[src/rtl/muldiv_sequencer.sv]
// Sequential RISC-V M-extension unit: shift-add multiply and restoring divide, one bit per cycle.
// Optional feature macro: MULDIV_FAST_MUL_EN (single-cycle combinational multiply path).
module muldiv_sequencer #(
  parameter int XLEN = 32
) (
  input  logic            clk_i,
  input  logic            rst_i,
  input  logic            start_i,
  input  logic [2:0]      op_i,
  input  logic [XLEN-1:0] rs1_i,
  input  logic [XLEN-1:0] rs2_i,
  input  logic            flush_i,
  output logic            busy_o,
  output logic            done_o,
  output logic [XLEN-1:0] result_o
);

  typedef enum logic [1:0] {
    IDLE = 2'd0,
    MUL  = 2'd1,
    DIV  = 2'd2,
    DONE = 2'd3
  } state_e;

  state_e            state_q, state_d;
  logic [2:0]        op_q, op_d;
  logic [XLEN-1:0]   rs1_q, rs1_d;
  logic [XLEN-1:0]   rs2_q, rs2_d;
  logic [4:0]        cnt_q, cnt_d;
  logic [XLEN-1:0]   acc_q, acc_d;
  logic [XLEN-1:0]   lo_q, lo_d;
  logic [XLEN-1:0]   result_q, result_d;

  // MULH, MULHSU, DIV and REM take rs1 as signed; MULH, DIV and REM also rs2.
  function automatic logic op_signed_a(input logic [2:0] op);
    return (op == 3'b001) || (op == 3'b010) || (op == 3'b100) || (op == 3'b110);
  endfunction

  function automatic logic op_signed_b(input logic [2:0] op);
    return (op == 3'b001) || (op == 3'b100) || (op == 3'b110);
  endfunction

  logic            accept;
  logic            in_a_neg, in_b_neg;
  logic [XLEN-1:0] in_a_mag, in_b_mag;
  logic            a_neg, b_neg;
  logic [XLEN-1:0] a_mag, b_mag;

  always_comb begin
    accept   = ((state_q == IDLE) || (state_q == DONE)) && start_i && !flush_i;
    in_a_neg = op_signed_a(op_i) && rs1_i[XLEN-1];
    in_b_neg = op_signed_b(op_i) && rs2_i[XLEN-1];
    in_a_mag = in_a_neg ? (~rs1_i + 1'b1) : rs1_i;
    in_b_mag = in_b_neg ? (~rs2_i + 1'b1) : rs2_i;
    a_neg    = op_signed_a(op_q) && rs1_q[XLEN-1];
    b_neg    = op_signed_b(op_q) && rs2_q[XLEN-1];
    a_mag    = a_neg ? (~rs1_q + 1'b1) : rs1_q;
    b_mag    = b_neg ? (~rs2_q + 1'b1) : rs2_q;
  end

  // Multiply step: {acc, lo} is the partial product; lo starts as |rs2| and shifts out.
  logic [XLEN:0]     mul_sum;
  logic [2*XLEN-1:0] mul_next;
  logic [2*XLEN-1:0] mul_signed;
  logic [XLEN-1:0]   mul_res;

  always_comb begin
    mul_sum    = {1'b0, acc_q} + (lo_q[0] ? {1'b0, a_mag} : {(XLEN+1){1'b0}});
    mul_next   = {mul_sum, lo_q[XLEN-1:1]};
    mul_signed = (a_neg ^ b_neg) ? (~mul_next + 1'b1) : mul_next;
    mul_res    = (op_q[1:0] == 2'b00) ? mul_signed[XLEN-1:0] : mul_signed[2*XLEN-1:XLEN];
  end

  // Divide step: acc is the partial remainder, lo holds the dividend shifting into quotient.
  logic [XLEN:0]   div_shift;
  logic [XLEN:0]   div_diff;
  logic            div_ok;
  logic [XLEN-1:0] div_rem_next;
  logic [XLEN-1:0] div_quo_next;
  logic [XLEN-1:0] div_quo_s;
  logic [XLEN-1:0] div_rem_s;
  logic [XLEN-1:0] div_res;

  always_comb begin
    div_shift    = {acc_q, lo_q[XLEN-1]};
    div_diff     = div_shift - {1'b0, b_mag};
    div_ok       = !div_diff[XLEN];
    div_rem_next = div_ok ? div_diff[XLEN-1:0] : div_shift[XLEN-1:0];
    div_quo_next = {lo_q[XLEN-2:0], div_ok};
    div_quo_s    = (a_neg ^ b_neg) ? (~div_quo_next + 1'b1) : div_quo_next;
    div_rem_s    = a_neg ? (~div_rem_next + 1'b1) : div_rem_next;
    // Divide by zero is forced explicitly so the sign fix-up cannot disturb it.
    if (rs2_q == '0) begin
      div_res = op_q[1] ? rs1_q : {XLEN{1'b1}};
    end else begin
      div_res = op_q[1] ? div_rem_s : div_quo_s;
    end
  end

`ifdef MULDIV_FAST_MUL_EN
  logic signed [2*XLEN+1:0] fast_prod;
  logic [XLEN-1:0]          fast_res;

  always_comb begin
    fast_prod = $signed({in_a_neg, rs1_i}) * $signed({op_signed_b(op_i) && rs2_i[XLEN-1], rs2_i});
    fast_res  = (op_i[1:0] == 2'b00) ? fast_prod[XLEN-1:0] : fast_prod[2*XLEN-1:XLEN];
  end
`endif

  always_comb begin
    state_d  = state_q;
    op_d     = op_q;
    rs1_d    = rs1_q;
    rs2_d    = rs2_q;
    cnt_d    = cnt_q;
    acc_d    = acc_q;
    lo_d     = lo_q;
    result_d = result_q;
    case (state_q)
      IDLE, DONE: begin
        state_d = IDLE;
        if (accept) begin
          op_d    = op_i;
          rs1_d   = rs1_i;
          rs2_d   = rs2_i;
          cnt_d   = 5'd0;
          acc_d   = '0;
          lo_d    = op_i[2] ? in_a_mag : in_b_mag;
          state_d = op_i[2] ? DIV : MUL;
`ifdef MULDIV_FAST_MUL_EN
          if (!op_i[2]) begin
            state_d  = DONE;
            result_d = fast_res;
          end
`endif
        end
      end
      MUL: begin
        cnt_d = cnt_q + 5'd1;
        acc_d = mul_next[2*XLEN-1:XLEN];
        lo_d  = mul_next[XLEN-1:0];
        if (cnt_q == 5'd31) begin
          state_d  = DONE;
          result_d = mul_res;
        end
      end
      DIV: begin
        cnt_d = cnt_q + 5'd1;
        acc_d = div_rem_next;
        lo_d  = div_quo_next;
        if (cnt_q == 5'd31) begin
          state_d  = DONE;
          result_d = div_res;
        end
      end
      default: state_d = IDLE;
    endcase
    // Flush wins over everything, including a completion on this same edge.
    if (flush_i) begin
      state_d  = IDLE;
      result_d = result_q;
    end
  end

  always_ff @(posedge clk_i or posedge rst_i) begin
    if (rst_i) begin
      state_q  <= IDLE;
      op_q     <= 3'd0;
      rs1_q    <= '0;
      rs2_q    <= '0;
      cnt_q    <= 5'd0;
      acc_q    <= '0;
      lo_q     <= '0;
      result_q <= '0;
    end else begin
      state_q  <= state_d;
      op_q     <= op_d;
      rs1_q    <= rs1_d;
      rs2_q    <= rs2_d;
      cnt_q    <= cnt_d;
      acc_q    <= acc_d;
      lo_q     <= lo_d;
      result_q <= result_d;
    end
  end

  assign busy_o   = (state_q == MUL) || (state_q == DIV);
  assign done_o   = (state_q == DONE);
  assign result_o = result_q;

endmodule
[config.mk]
export PLATFORM = sky130hd
export DESIGN_NAME = muldiv_sequencer
export DESIGN_NICKNAME = d
export VERILOG_FILES = /design/src/rtl/muldiv_sequencer.sv
export SDC_FILE = /design/constraint.sdc
export NUM_CORES = 1
export LEC_CHECK = 0
export BUFFER_PORTS_ARGS = -buffer_cell sky130_fd_sc_hd__buf_2
export CAP_MARGIN = 20
export CORE_AREA = 2 2 181 255
export DETAILED_ROUTE_END_ITERATION = 12
export DIE_AREA = 0 0 183 257
export PLACE_DENSITY = 0.66
export RECOVER_POWER = 25
export SYNTH_ARGS = -nofsm -noshare
export SYNTH_HDL_FRONTEND = slang
export SYNTH_SLANG_ARGS = --single-unit
[constraint.sdc]
create_clock -name clk_i -period 11.7 [get_ports clk_i]
set_input_delay 0.585 -clock clk_i [delete_from_list [all_inputs] [get_ports clk_i]]
set_output_delay 0.585 -clock clk_i [all_outputs]
set_load 0.1 [all_outputs]
==> impl_metrics.json, run 1 <==
{
  "clock_skew_ns": 0.02129,
  "root_buffer": "clkbuf_16",
  "post_drt_wl_per_cell_um": 28.41,
  "worstHoldPathType": "in2reg",
  "failed_checks": "capacitance limit, slew limit",
  "cts_sinks": 170,
  "ys_ff_latch": 170,
  "rows": 92,
  "die_y_um": 257,
  "initial_utilization_pct": 41.71,
  "drc": 0,
  "finalSetupViolCount": 0,
  "cts_buffers": 17,
  "yosys-top-cells-area": "dfrtp_1 (23%), a21oi_1 (7.5%), xnor2_1 (6.9%)",
  "final_cells": 3064,
  "synth_edf_count": 0,
  "hpwl_mm": 68.78,
  "antenna_left": 0,
  "fin_setup_tns_ns": 0,
  "wl_mm": 87.04,
  "grt_pass1_vias": 18980,
  "syn_nets": 2650,
  "yosys_warnings": 0,
  "start_kind": "register",
  "portBuffers": 104,
  "place_area_um2": 19470,
  "layout.nets": 2636,
  "synthesis.area_um2": 18630,
  "grt_usage_pct": 36.74,
  "end_kind": "register",
  "htreeDepth": 4,
  "dieArea_um2": 47030,
  "crit_fanout": 39,
  "yosysMostFrequentCell": "a21oi_1",
  "required_ns": 12.11,
  "tritoncts": "done",
  "avgViaCountPerCell": 6.494,
  "die-width_um": 183,
  "area_delta_synth_final_pct": 7.523,
  "antenna_found_initial": 3,
  "hold_viol_final": 0,
  "place_inst": 3030,
  "syn_area_per_cell_um2": 7.449,
  "slew_headroom_pct": -168.4,
  "postCtsSetupRepairBufs": 0,
  "synth_area_leader_cell": "dfrtp_1",
  "clock_path_buffers": 2,
  "crit_start": "rs2_q[2]",
  "insertion_delay_ns": 0.50,
  "slew_viol_final": 175,
  "rsz0062_at_grt": "no",
  "route.vias.total": 19900,
  "fin_util_pct": 44.85,
  "ys_seq_area_share_pct": 22.84,
  "synthFlopType": "dfrtp_1",
  "core_um2": 44660,
  "outcome": "finished with violations",
  "critPathSlowestCell": "nor3_1",
  "drt_iter0_drc": 2280,
  "synth_top_area_share_pct": 22.84,
  "synthArstFlopShare_pct": 100.0,
  "fmax_mhz": 116.8,
  "critPathTopFamily": "simple AND/OR/NAND/NOR gates",
  "post-route-min-period_ns": 8.565,
  "cp.arrival_ns": 8.98,
  "crit_buf_inv": 4,
  "cts-resized-gates": 0,
  "clkTransAtPathRegs_ns": 0.08,
  "grt_max_degree": 82,
  "ctsHoldBuffers": 0,
  "path_class": "reg2reg",
  "dr.pass1.iters": 6,
  "min_period_over_period_pct": 73.20,
  "synthTopCellsByCount": "a21oi_1 (279), nor2_1 (271), nand2_1 (235)",
  "yosys.cell_types.count": 97,
  "tightest_slew_ns": 4.026,
  "io_pins": 105,
  "syn_inst": 2501,
  "cap_viol_max_count": 3,
  "fin_area_um2": 20030,
  "drive_above_1_share_pct": 11.08,
  "overflow": 0,
  "min_from": "flush_i",
  "place.gp.congestion": 1.045,
  "rr_startpoint": "rs2_q[2]",
  "max_stage_delay_ns": 0.68,
  "grt_pass1_wl_mm": 127.1
}
==> worst reg2reg max path: cells and delay by family, from the launching register on <==
kind | cells | cell delay, ns
simple gates | 11 | 3.90
mux | 1 | 0.34
xor+xnor | 2 | 0.35
flops | 1 | 0.44
fa+ha+maj | 2 | 0.62
compound gates | 8 | 1.57
buf+inv | 4 | 1.27
==> registers in the layout (all words and copies together) (netlist names) <==
name      count
acc_q        32
lo_q         32
result_o     32
rs1_q        32
rs2_q        32
cnt_q         5
op_q          3
state_q       2
==> per-stage QoR <==
stage	setup WS (ns)	hold slack, ns
2_1_floorplan	5.038	0.4494
3_3_place_gp	3.399	0.4605
3_5_place_dp	3.276	0.4671
4_1_cts	3.241	0.07509
5_1_grt	2.557	0.3036
6_report	3.135	0.2874
==> per-layer routing <==
layer,vias up,share of wire (%),track usage (%)
met5,-,0.031,0
met4,4,8.7,27.42
met3,247,6.7,5.718
met2,1054,45,58.59
met1,9539,39,44.57
li1,9053,-,-
==> path summary, 6_finish.rpt <==
check,to,slack [ns],depth (start not counted)
min in group asynchronous,lo_q[12],0.46,2
setup / recovery,result_o[30],3.14,28
hold / removal,state_q[1],0.29,2
setup reg to reg,result_o[30],3.14,28
hold reg to reg,result_o[7],0.47,2
max in group asynchronous,acc_q[7],6.75,3
==> kinds of logic after synthesis <==
group | share of synthesized area (%)
xor+xnor | 12.74
simple gates | 21.19
compound gates | 28.01
buf+inv | 4.775
flops | 22.84
mux | 5.125
fa+ha+maj | 5.319
==> layout make-up <==
class | count | area (um^2)
Tap cell | 564 | 705.7
Clock buffer | 20 | 456.7
Timing Repair Buffer | 140 | 777.0
Inverter | 55 | 207.7
Multi-Input combinational cell | 2103 | 13530
Clock inverter | 11 | 101.3
Sequential cell | 170 | 4254
Fill cell | 4602 | 24630
Antenna cell | 1 | 2.502
==> layout by cell type (no fill, tap or decap), drive strengths merged, types with 11 or more instances in the layout <==
| cell | count |
|---|---|
| mux2 | 59 |
| a21o | 24 |
| mux2i | 29 |
| buf | 137 |
| xor2 | 124 |
| nand2 | 236 |
| nor3 | 60 |
| nand3 | 47 |
| dfrtp | 170 |
| a31oi | 35 |
| inv | 61 |
| or3 | 39 |
| nor2b | 17 |
| o211ai | 25 |
| a221oi | 22 |
| nand2b | 15 |
| a211oi | 27 |
| and3 | 11 |
| nor4 | 32 |
| o31ai | 32 |
| nor2 | 271 |
| o21a | 17 |
| nand4 | 18 |
| ha | 76 |
| xnor2 | 147 |
| and2 | 18 |
| a22oi | 36 |
| or2 | 14 |
| clkbuf | 23 |
| o21ai | 225 |
| a21oi | 283 |
Power of run 1 is not shown: default switching activity piles up to over one toggle a cycle in this logic, so the estimate is an artifact.
==> run 2: changes to the inputs <==
PLACE_DENSITY = 0.68   (was 0.66)
clock period = 7 ns   (was 11.7 ns; I/O delays follow)
==> impl_metrics.json, run 2 (synthesis gave the netlist of run 1 again) <==
{
  "outcome": "finished with violations",
  "failed_checks": "capacitance limit, slew limit",
  "overflow": 0,
  "cts_sinks": 170,
  "insertion_delay_ns": 0.47,
  "drc": 0,
  "grtUsageMet2_pct": 58.69,
  "r2r_setup_slack_ns": 0.18,
  "max_stage_delay_ns": 0.63,
  "layout.nets": 2659,
  "portBuffers": 104,
  "clkTransAtPathRegs_ns": 0.08,
  "r2r-end": "result_o[29]",
  "end_kind": "register",
  "grt_pass1_vias": 18990,
  "slew_viol_final": 127,
  "final_cell_mix": "a21oi_1 (279), nor2_1 (269), nand2_1 (235), o21ai_0 (218), dfrtp_1 (170)",
  "critPathSlowestCell": "a2111oi_1",
  "path_common_cell": "nand2_1",
  "met3_usage_pct": 5.491,
  "fin_util_pct": 45.54,
  "min_to": "state_q[1]",
  "rows": 92,
  "clock_path_buffers": 2,
  "register_area_um2": 4254,
  "area_delta_synth_final_pct": 9.181,
  "antenna_found_initial": 0,
  "finalSetupViolCount": 0,
  "post_drt_wl_per_cell_um": 27.95,
  "root_buffer": "clkbuf_16",
  "path_class": "reg2reg",
  "rsz0062_at_grt": "no",
  "min_period_over_period_pct": 97.46,
  "grt_usage_pct": 35.96,
  "core_um2": 44660,
  "hold_viol_final": 0,
  "postCtsSetupRepairBufs": 0,
  "worstHoldPathType": "in2reg",
  "drive_above_1_share_pct": 12.17,
  "n_fill_cell": 4545,
  "die-width_um": 183,
  "initial_utilization_pct": 41.71,
  "rr_startpoint": "rs1_q[13]",
  "crit_fanout": 7,
  "dr.pass1.iters": 9,
  "hpwl_mm": 67.12,
  "die_y_um": 257,
  "tightest_slew_ns": 3.571,
  "wl_mm": 86.32,
  "required_ns": 7.36,
  "start_kind": "register",
  "ctsHoldBuffers": 0,
  "route.vias.total": 20200,
  "grt_pass1_wl_mm": 125.0,
  "cts-resized-gates": 2,
  "dieArea_um2": 47030,
  "tritoncts": "done",
  "whs_path_depth": 2,
  "avgViaCountPerCell": 6.540,
  "place.gp.congestion": 1.096,
  "htreeDepth": 4,
  "gr-max-usage-layer": "met2",
  "antenna_left": 0,
  "met1_usage_pct": 43.19,
  "min_from": "flush_i",
  "crit_path_cell_trace": "nor3_4 > nand2b_1 > or3_1 > or3_1 > nor2_1 > nand2_1 > nand2_1 > nand2_1 > nand2_1 > xor2_1 > nor2_1 > ha_1 > a21oi_1 > nor2b_1 > a2111oi_1 > o21ai_0 > a21o_1 > a21oi_1 > xor2_1 > and3_1 > a31oi_1 > xnor2_2 > a21oi_1 > a211o_1",
  "layout_commonest_cell": "a21oi_1",
  "fmax_mhz": 146.6,
  "cap_viol_max_count": 2,
  "slew_headroom_pct": -139.3,
  "multi_input_area_um2": 13560,
  "pre_cts_slack_ns": -0.3962,
  "grt_max_degree": 155,
  "cts_buffers": 17,
  "worstRegToRegCells": 24,
  "clock_skew_ns": 0.01594,
  "io_pins": 105,
  "setup_ws_ns": 0.1781,
  "drt_iter0_drc": 2462,
  "post-route-min-period_ns": 6.822,
  "cp.arrival_ns": 7.18
}
==> run 2: cell count changes in the layout (fill, tap and decap cells not counted), sizes merged <==
cell    previous run  this run
inv               61        59
clkinv             3         9
buf              137       161
clkbuf            23        19
==> run 2: area by class of cell <==
class,instances,area share [%]
Clock inverter,15,1.046
Timing Repair Buffer,163,4.755
Inverter,55,1.021
Antenna cell,1,0.01230
Clock buffer,17,2.092
Sequential cell,170,20.92
Multi-Input combinational cell,2103,66.69
Tap cell,564,3.469
==> run 2: metrics by stage <==
stage               hold slack, ns  TNS (ns)  area [um^2]  std cells
finish                     0.07567         0        20340       3088
global route               0.07375         0        20340       3087
CTS                        0.03208         0        20310       3087
detailed placement          0.4699   -0.8642        19670       3055
global placement            0.4669   -0.7974        19650       3052
floorplan                   0.4168         0        18630       2501
==> run 2: worst max-delay path, delay by kind of cell (launching register included) <==
kind / cells / cell delay [ns]
adders and majority gates: 1 / 0.37
DFF: 1 / 0.61
and+or+nand+nor: 12 / 2.73
xor gates and xnor gates: 3 / 0.91
AOI/OAI and AO/OA: 8 / 2.10
==> run 2: worst max path at each step <==
stage | from | end | slack, ns | depth (start not counted)
after floorplan | rs2_q[2] | result_o[30] | 0.34 | 27
after global placement | rs1_q[13] | result_o[29] | -0.37 | 22
after detailed placement | rs1_q[13] | result_o[29] | -0.40 | 24
after CTS | rs1_q[13] | result_o[29] | 0.09 | 24
after global routing | rs2_q[2] | result_o[26] | 0.04 | 24
final | rs1_q[13] | result_o[29] | 0.18 | 24
==> run 2: metal layers <==
metal	vias to the layer above	wire length (um)
met5	-	0
met4	0	7201
met3	269	7049
met2	1159	39820
met1	9651	32250
li1	9117	-
Power of run 2 is left out for the same reason.
